`config.mk`:
```
export PLATFORM = sky130hd
export DESIGN_NAME = count_pwm
export DESIGN_NICKNAME = d
export VERILOG_FILES = /design/src/rtl/count_pwm_pkg.sv /design/src/rtl/count_wrap_det.sv /design/src/rtl/count_pwm.sv
export SDC_FILE = /design/constraint.sdc
export NUM_CORES = 1
export LEC_CHECK = 0
export CAP_MARGIN = 20
export CELL_PAD_IN_SITES_DETAIL_PLACEMENT = 1
export CELL_PAD_IN_SITES_GLOBAL_PLACEMENT = 1
export CORE_AREA = 2 2 64 66
export CTS_BUF_LIST = sky130_fd_sc_hd__clkbuf_4 sky130_fd_sc_hd__clkbuf_8 sky130_fd_sc_hd__clkbuf_16
export CTS_CLUSTER_DIAMETER = 150
export DETAILED_ROUTE_END_ITERATION = 12
export DIE_AREA = 0 0 66 68
export GPL_ROUTABILITY_DRIVEN = 0
export PLACE_DENSITY = 0.74
export SETUP_SLACK_MARGIN = 0.3
export SYNTH_ARGS = -nofsm -noshare
export SYNTH_HDL_FRONTEND = slang
export SYNTH_SLANG_ARGS = --single-unit
```
`constraint.sdc`:
```
create_clock -name clk -period 3.6 [get_ports clk]
set_clock_uncertainty 0.15 [all_clocks]
set_input_delay 0.72 -clock clk [delete_from_list [all_inputs] [get_ports clk]]
set_output_delay 0.72 -clock clk [all_outputs]
set_load 0.03 [all_outputs]
```
`src/rtl/count_pwm_pkg.sv`:
```
// Shared types and defaults for the counter-driven PWM block and its helpers.
package count_pwm_pkg;
  typedef enum logic [1:0] {IDLE, SYNC, RUN} pwm_state_t;

  localparam int CNT_W = 8;
  localparam logic [CNT_W-1:0] DUTY_RST_DEF = 8'h80;
endpackage

```
`src/rtl/count_wrap_det.sv`:
```
// Detects a wrap of an upstream counter: any step to a smaller value, including
// an upstream reset mid-count. A held value is never a wrap.
module count_wrap_det #(
  parameter int WIDTH = count_pwm_pkg::CNT_W
) (
  input  logic             clk,
  input  logic             res,
  input  logic [WIDTH-1:0] cnt,
  output logic             wrap
);
  logic [WIDTH-1:0] cnt_q;

  always_ff @(posedge clk) begin
    if (!res) cnt_q <= '0;
    else      cnt_q <= cnt;
  end

  assign wrap = (cnt < cnt_q);
endmodule

```
`src/rtl/count_pwm.sv`:
```
// PWM generator comparing an upstream counter against a duty value; new duty
// values are staged in a shadow register and applied only at counter wrap.
module count_pwm
  import count_pwm_pkg::*;
#(
  parameter int               WIDTH    = CNT_W,
  parameter logic [WIDTH-1:0] DUTY_RST = DUTY_RST_DEF
) (
  input  logic             clk,
  input  logic             res,
  input  logic [WIDTH-1:0] cnt,
  input  logic             en,
  input  logic             duty_valid,
  input  logic [WIDTH-1:0] duty_in,
  output logic             duty_ready,
  output logic             pwm,
  output logic             period_tick,
  output logic [WIDTH-1:0] duty_active
);
  pwm_state_t       state;
  logic [WIDTH-1:0] shadow;
  logic             pending;
  logic             wrap;
  logic             xfer;
  logic             swap;
  logic [WIDTH-1:0] duty_use;
  logic             cmp;

  count_wrap_det #(.WIDTH(WIDTH)) u_wrap (
    .clk  (clk),
    .res  (res),
    .cnt  (cnt),
    .wrap (wrap)
  );

  // Load port: a value transfers on any edge with duty_valid & duty_ready;
  // the producer holds duty_in stable while valid is high and ready is low.
  assign duty_ready = ~pending;
  assign xfer       = duty_valid & duty_ready;
  assign swap       = wrap & pending;

  // The wrap-cycle compare already sees the incoming duty so the new period starts clean.
  assign duty_use = swap ? shadow : duty_active;
  assign cmp      = (cnt < duty_use);

  always_ff @(posedge clk) begin
    if (!res) begin
      state       <= IDLE;
      pwm         <= 1'b0;
      period_tick <= 1'b0;
      duty_active <= DUTY_RST;
      shadow      <= '0;
      pending     <= 1'b0;
    end else begin
      period_tick <= wrap;

      if (swap) begin
        duty_active <= shadow;
        pending     <= 1'b0;
      end else if (xfer) begin
        shadow  <= duty_in;
        pending <= 1'b1;
      end

      if (!en) begin
        state <= IDLE;
        pwm   <= 1'b0;
      end else begin
        case (state)
          IDLE: begin
            state <= SYNC;
            pwm   <= 1'b0;
          end
          SYNC: begin
            if (wrap) begin
              state <= RUN;
              pwm   <= cmp;
            end else begin
              pwm <= 1'b0;
            end
          end
          RUN:     pwm <= cmp;
          default: begin
            state <= IDLE;
            pwm   <= 1'b0;
          end
        endcase
      end
    end
  end
endmodule

```
==> flow_metrics.py, run 1 <==
metrics = {
    "clocking": {
        "cts_inserted_buffers": 5,
        "clockBufferDepth": 2,
        "htree_levels": 2,
        "ctsHoldBuffers": 0,
        "clk_pin_slew_ns": 0.07,
        "cts.root.buffer_cell": "clkbuf_8",
        "tritoncts": "yes",
        "cts_sinks": 29,
        "clk_latency_ns": 0.28,
    },
    "final_layout": {
        "drive_gt1_frac": 0.204,
        "multi_input_area_um2": 837,
        "design_area_um2": 2070,
        "n_antenna_cell": 0,
        "mostFrequentLayoutCell": "dfxtp_1",
        "synthToLayoutAreaGrowth_pct": 47.1,
        "fin_cells": 236,
        "final_cell_mix": "29 x dfxtp_1, 24 x clkdlybuf4s50_1, 15 x nor2b_1",
        "seqCellArea_um2": 581,
        "nets": 222,
        "fillers": 441,
    },
    "placement": {
        "dpl-instance-area_um2": 1820,
        "dpl.hpwl_um": 2690,
        "numPlacedInstances": 224,
        "portBuffers": 30,
    },
    "synthesis": {
        "ys_seq_area_frac": 0.412,
        "synth_edf_count": 0,
        "syn_nets": 176,
        "yosys_warnings": 0,
        "synth.distinct_cells": 27,
        "syn_avg_cell_area_um2": 10.1,
        "synthArstFlopShare": 0,
        "ys_ff_latch": 29,
        "syn-cell-area_um2": 1410,
        "netlist_instances": 139,
        "ys.flop_type": "dfxtp_1",
    },
    "critical_path": {
        "cp.arrival_ns": 3.29,
        "path_delay_family": "compound AO/OA/AOI/OAI gates",
        "rr_startpoint": "u_wrap.cnt_q[2]",
        "crit_path_start_kind": "input port",
        "cp_cell_sequence": "clkdlybuf4s50_1, ha_2, o21ai_2, nor2_1, a211oi_2, buf_6, mux2i_4, ha_4, a21o_1, a21oi_1, o221a_2, o21a_1, a31o_1",
        "path_buf_inv": 2,
        "critPathMaxFanout": 6,
        "crit_type": "in2reg",
        "critPathMaxStageDelay_ns": 0.48,
        "rr_endpoint": "pwm",
        "regToRegSetupSlack_ns": 0.80,
        "cp.required_ns": 3.68,
        "cp-end-kind": "flip-flop",
        "critical-path-slowest-cell": "clkdlybuf4s50_1",
        "rr_worst_depth": 13,
    },
    "floorplan": {
        "die_area_um2": 4490,
        "initial_core_util": 0.365,
        "coreArea_um2": 3860,
        "die_w_um": 66,
        "die_y_um": 68,
        "rows": 23,
        "ios": 31,
    },
    "detailed_routing": {
        "viasPerCell": 4.82,
        "totalWireLength_um": 3930,
        "avgRoutedWirePerCell_um": 16.6,
        "drc": 0,
        "ant_nets": 0,
        "dr.pass1.iters": 4,
        "vias": 1138,
        "drt_iter0_drc": 26,
    },
    "global_routing": {
        "grt_pass1_wl_um": 6230,
        "grt_antenna_before_repair": 0,
        "grt_max_degree": 29,
        "grt_usage": 0.191,
        "grt_pass1_vias": 1319,
        "grt-ovfl-total": 0,
    },
    "pwr": {
        "p_clk_frac": 0.446,
        "swShare": 0.240,
        "p_seq_frac": 0.379,
        "comb_power_share": 0.174,
        "power-per-cell-area_nw_per_um2": 441,
        "power_switching_mw": 0.220,
        "ir_worst_vdd_v": 0.000284,
        "power.leakage_nw": 0.843,
        "p_int_mw": 0.694,
    },
    "worst_hold_path": {
        "min_from": "shadow[7]",
        "hold_path_depth": 2,
        "min_to": "shadow[7]",
        "hold_path_class": "reg2reg",
    },
    "timing": {
        "setup-violations-final": 0,
        "min_period_ns": 3.20,
        "drv_slew": 0,
        "period_share": 0.890,
        "finalHoldViolCount": 0,
        "fmax_ghz": 0.312,
        "tightest_slew_ns": 0.447,
        "fin_hold_ws_ns": 0.377,
        "maxSlewHeadroom": 0.702,
        "rsz0062_at_grt": "no",
    },
    "outcome": {
        "status": "finished, final reports clean",
    },
    "run": {
        "drv_cap": 0,
    },
}
## power groups by stage
stage / registers [mW] / logic (mW) / clock network, mW
finish: 0.347 / 0.159 / 0.408
global route: 0.348 / 0.175 / 0.428
CTS: 0.346 / 0.154 / 0.410
detailed placement: 0.353 / 0.143 / 0
floorplan: 0.357 / 0.0754 / 0
global placement: 0.352 / 0.134 / 0
## metrics by stage
stage	setup slack [ns]	util	power, mW	setup TNS, ns
floorplan	0.568	-	0.432	0
global placement	0.0211	0.472	0.486	0
detailed placement	-0.126	0.472	0.496	-0.126
CTS	0.316	0.524	0.910	0
global route	0.279	0.537	0.952	0
finish	0.397	0.537	0.914	0
## cells in the mapped netlist (2+ instances only)
library cell,number,share of area
a211oi_2,2,0.018
a21o_1,2,0.011
a21oi_1,5,0.018
and2_1,9,0.040
clkbuf_1,3,0.0080
dfxtp_1,29,0.41
ha_1,17,0.15
inv_1,14,0.037
mux2i_1,17,0.12
nand2_1,3,0.0080
nor2_1,5,0.013
nor2b_1,15,0.067
o21ai_0,3,0.011
o21ai_1,2,0.0071
## cells by family after synthesis
family,count (synthesis),share of synthesized area
multiplexers,17,0.121
adder cells (fa/ha/maj),17,0.151
AO/OA/AOI/OAI,20,0.107
flip-flops,29,0.412
AND/OR/NAND/NOR,37,0.153
buffers and inverters,19,0.0568
## how the worst max path moves through the flow
stage	startpoint	endpoint	slack [ns]	depth (start not counted)
finish	cnt[3]	pwm	0.40	13
global route	cnt[3]	pwm	0.28	13
CTS	cnt[5]	pwm	0.32	13
detailed placement	cnt[6]	pwm	-0.13	13
global placement	cnt[7]	pwm	0.02	13
floorplan	cnt[7]	pwm	0.57	12
## metal layers
| metal | up-vias | part of all wire | global-route usage |
|---|---|---|---|
| li1 | 558 | - | - |
| met3 | 8 | 0.036 | 0.0444 |
| met4 | 0 | 0.021 | 0.0689 |
| met2 | 20 | 0.58 | 0.385 |
| met1 | 552 | 0.37 | 0.191 |
| met5 | - | 0 | 0 |
## state kept, by name, summed over array words and instances, names as in the netlist
name and cells:
shadow 8, duty_active 8, pending 1, pwm 1
u_wrap.cnt_q 8, state 2, period_tick 1
## layout make-up
| type | instances | area share |
|---|---|---|
| Multi-Input combinational cell | 91 | 0.404 |
| Sequential cell | 29 | 0.280 |
| Timing Repair Buffer | 44 | 0.196 |
| Clock buffer | 5 | 0.0332 |
| Clock inverter | 3 | 0.0314 |
| Tap cell | 50 | 0.0302 |
| Inverter | 14 | 0.0254 |
## worst min-delay path, cell delays in order (launching register included)
cell and delay [ns]:
dfxtp_1 0.33, mux2i_1 0.07, nor2b_1 0.09
## timing repair
item                       4_1_cts  5_1_grt
pin swaps                        5        2
setup endpoints to repair        1        1
resized for setup               11        8
setup buffers                    2        2
(Power assumes the default switching activity.)
==> run 2, diff against run 1 <==
CELL_PAD_IN_SITES_DETAIL_PLACEMENT = 0   (was 1)
CORE_AREA = 2 2 82 53   (was 2 2 64 66)
DIE_AREA = 0 0 84 55   (was 0 0 66 68)
PLACE_DENSITY = 0.73   (was 0.74)
==> flow_metrics.py, run 2 (synthesized netlist as in run 1, its figures left out) <==
metrics = {
    "critical_path": {
        "cp.arrival_ns": 3.21,
        "cp.required_ns": 3.68,
        "regToRegSetupSlack_ns": 0.80,
        "crit_type": "in2reg",
        "critical-path-slowest-cell": "dlygate4sd2_1",
        "critPathMaxFanout": 6,
        "rr_endpoint": "pwm",
        "rr_startpoint": "u_wrap.cnt_q[2]",
        "crit_path_start_kind": "input port",
        "rr_worst_depth": 13,
        "critPathMaxStageDelay_ns": 0.27,
        "cp-end-kind": "flip-flop",
        "cp_cell_sequence": "dlygate4sd2_1, ha_4, a41oi_2, o21ai_2, a211oi_2, buf_4, mux2i_2, ha_1, a21o_1, a21oi_2, o221a_2, o21a_1, a31o_1",
    },
    "placement": {
        "dpl.hpwl_um": 2470,
        "pre_cts_ws_ns": -0.155,
        "dpl-instance-area_um2": 1830,
        "portBuffers": 30,
    },
    "timing": {
        "setup-violations-final": 0,
        "maxSlewHeadroom": 0.711,
        "layout_setup_ws_ns": 0.464,
        "drv_slew": 0,
        "rsz0062_at_grt": "no",
        "fin_hold_ws_ns": 0.358,
        "period_share": 0.871,
        "min_period_ns": 3.14,
        "fmax_ghz": 0.319,
        "tightest_slew_ns": 0.434,
        "finalHoldViolCount": 0,
    },
    "detailed_routing": {
        "dr.pass1.iters": 2,
        "vias": 1105,
        "viasPerCell": 4.59,
        "drt_iter0_drc": 42,
        "drc": 0,
        "avgRoutedWirePerCell_um": 13.7,
        "ant_nets": 0,
        "totalWireLength_um": 3300,
    },
    "floorplan": {
        "coreArea_um2": 3900,
        "die_y_um": 55,
        "die_w_um": 84,
        "initial_core_util": 0.362,
        "rows": 18,
        "die_area_um2": 4620,
        "ios": 31,
    },
    "outcome": {
        "status": "finished, final reports clean",
    },
    "clocking": {
        "clk_pin_slew_ns": 0.06,
        "cts.root.buffer_cell": "clkbuf_8",
        "htree_levels": 2,
        "clk_latency_ns": 0.28,
        "cts_sinks": 29,
        "ctsHoldBuffers": 0,
        "cts_inserted_buffers": 5,
        "tritoncts": "yes",
        "clockBufferDepth": 2,
    },
    "global_routing": {
        "grt-ovfl-total": 0,
        "grt_usage": 0.167,
        "grt_max_degree": 29,
        "grt_pass1_wl_um": 5670,
        "grt_pass1_vias": 1198,
        "grt_antenna_before_repair": 0,
    },
    "worst_hold_path": {
        "hold_path_class": "reg2reg",
        "hold_path_depth": 2,
        "min_to": "duty_active[7]",
        "min_from": "duty_active[7]",
    },
    "final_layout": {
        "final_cell_mix": "29 x dfxtp_1, 23 x clkdlybuf4s50_1, 19 x buf_4",
        "utilization": 0.530,
        "synthToLayoutAreaGrowth_pct": 46.4,
        "largestRegisters": "duty_active (8), shadow (8), u_wrap.cnt_q (8)",
        "nets": 227,
        "design_area_um2": 2060,
        "mostFrequentLayoutCell": "dfxtp_1",
        "n_antenna_cell": 0,
        "drive_gt1_frac": 0.246,
    },
    "pwr": {
        "power.leakage_nw": 0.873,
        "power-per-cell-area_nw_per_um2": 372,
        "ir_worst_vdd_v": 0.000180,
        "fin_total_pwr_mw": 0.767,
    },
    "run": {
        "drv_cap": 0,
    },
}
run 2: changes by cell type in the layout (fill, tap and decap cells not counted), moves of 2 or more:
cell	delta
dlygate4sd2_1	-2
buf_4	+6
ha_2	+2
mux2i_2	+2
bufinv_16	-2
dlymetal6s2s_1	+3
run 2: where the power goes:
part | leakage (nW) | total [mW] | internal (mW) | switching [mW]
logic | 0.586 | 0.161 | 0.0869 | 0.0738
registers | 0.238 | 0.346 | 0.337 | 0.00859
clock network | 0.0484 | 0.260 | 0.141 | 0.119
total | 0.873 | 0.767 | 0.565 | 0.202
run 2: layer usage:
| layer | wire (µm) | vias up | global-route usage | share of wire |
|---|---|---|---|---|
| li1 | - | 568 | - | - |
| met1 | 1630 | 510 | 0.209 | 0.49 |
| met2 | 1450 | 22 | 0.271 | 0.44 |
| met3 | 181 | 5 | 0.0593 | 0.055 |
| met4 | 36 | 0 | 0.0645 | 0.011 |
| met5 | 0 | - | 0 | 0 |
run 2: stage by stage:
stage	TNS, ns	std cells
2_1_floorplan	0	139
3_3_place_gp	0	225
3_5_place_dp	-0.155	225
4_1_cts	0	241
5_1_grt	0	241
6_report	0	241
run 2: area by class of cell:
class / count / area (µm²)
inverter: 14 / 52.6
timing repair buffer: 49 / 449
fill: 361 / 1830
clock inverter: 2 / 10.0
clock buffer: 6 / 76.3
multi-input combinational: 91 / 832
sequential: 29 / 581
tap: 50 / 62.6
run 2: worst max-delay path by stage:
| stage | startpoint | endpoint | slack [ns] | depth (start not counted) |
|---|---|---|---|---|
| 5_1_grt | cnt[2] | pwm | 0.31 | 13 |
| 2_1_floorplan | cnt[7] | pwm | 0.57 | 12 |
| 4_1_cts | cnt[3] | pwm | 0.30 | 13 |
| 3_3_place_gp | cnt[7] | pwm | 0.005 | 13 |
| 3_5_place_dp | cnt[2] | pwm | -0.16 | 13 |
| 6_report | cnt[6] | pwm | 0.46 | 13 |
run 2: worst max-delay path: cells and delay by family:
family,cells,cell delay [ns]
AOI/OAI and AO/OA,8,1.26
adders and majority gates,2,0.53
buffers and inverters,2,0.47
muxes,1,0.23
run 2: repair_timing:
action / 4_1_cts / 5_1_grt
pin swaps: 7 / 4
hold endpoints to repair: 0 / 0
setup buffers: 8 / 0
endpoints found under the setup margin: 1 / 1
resized for setup: 14 / 8
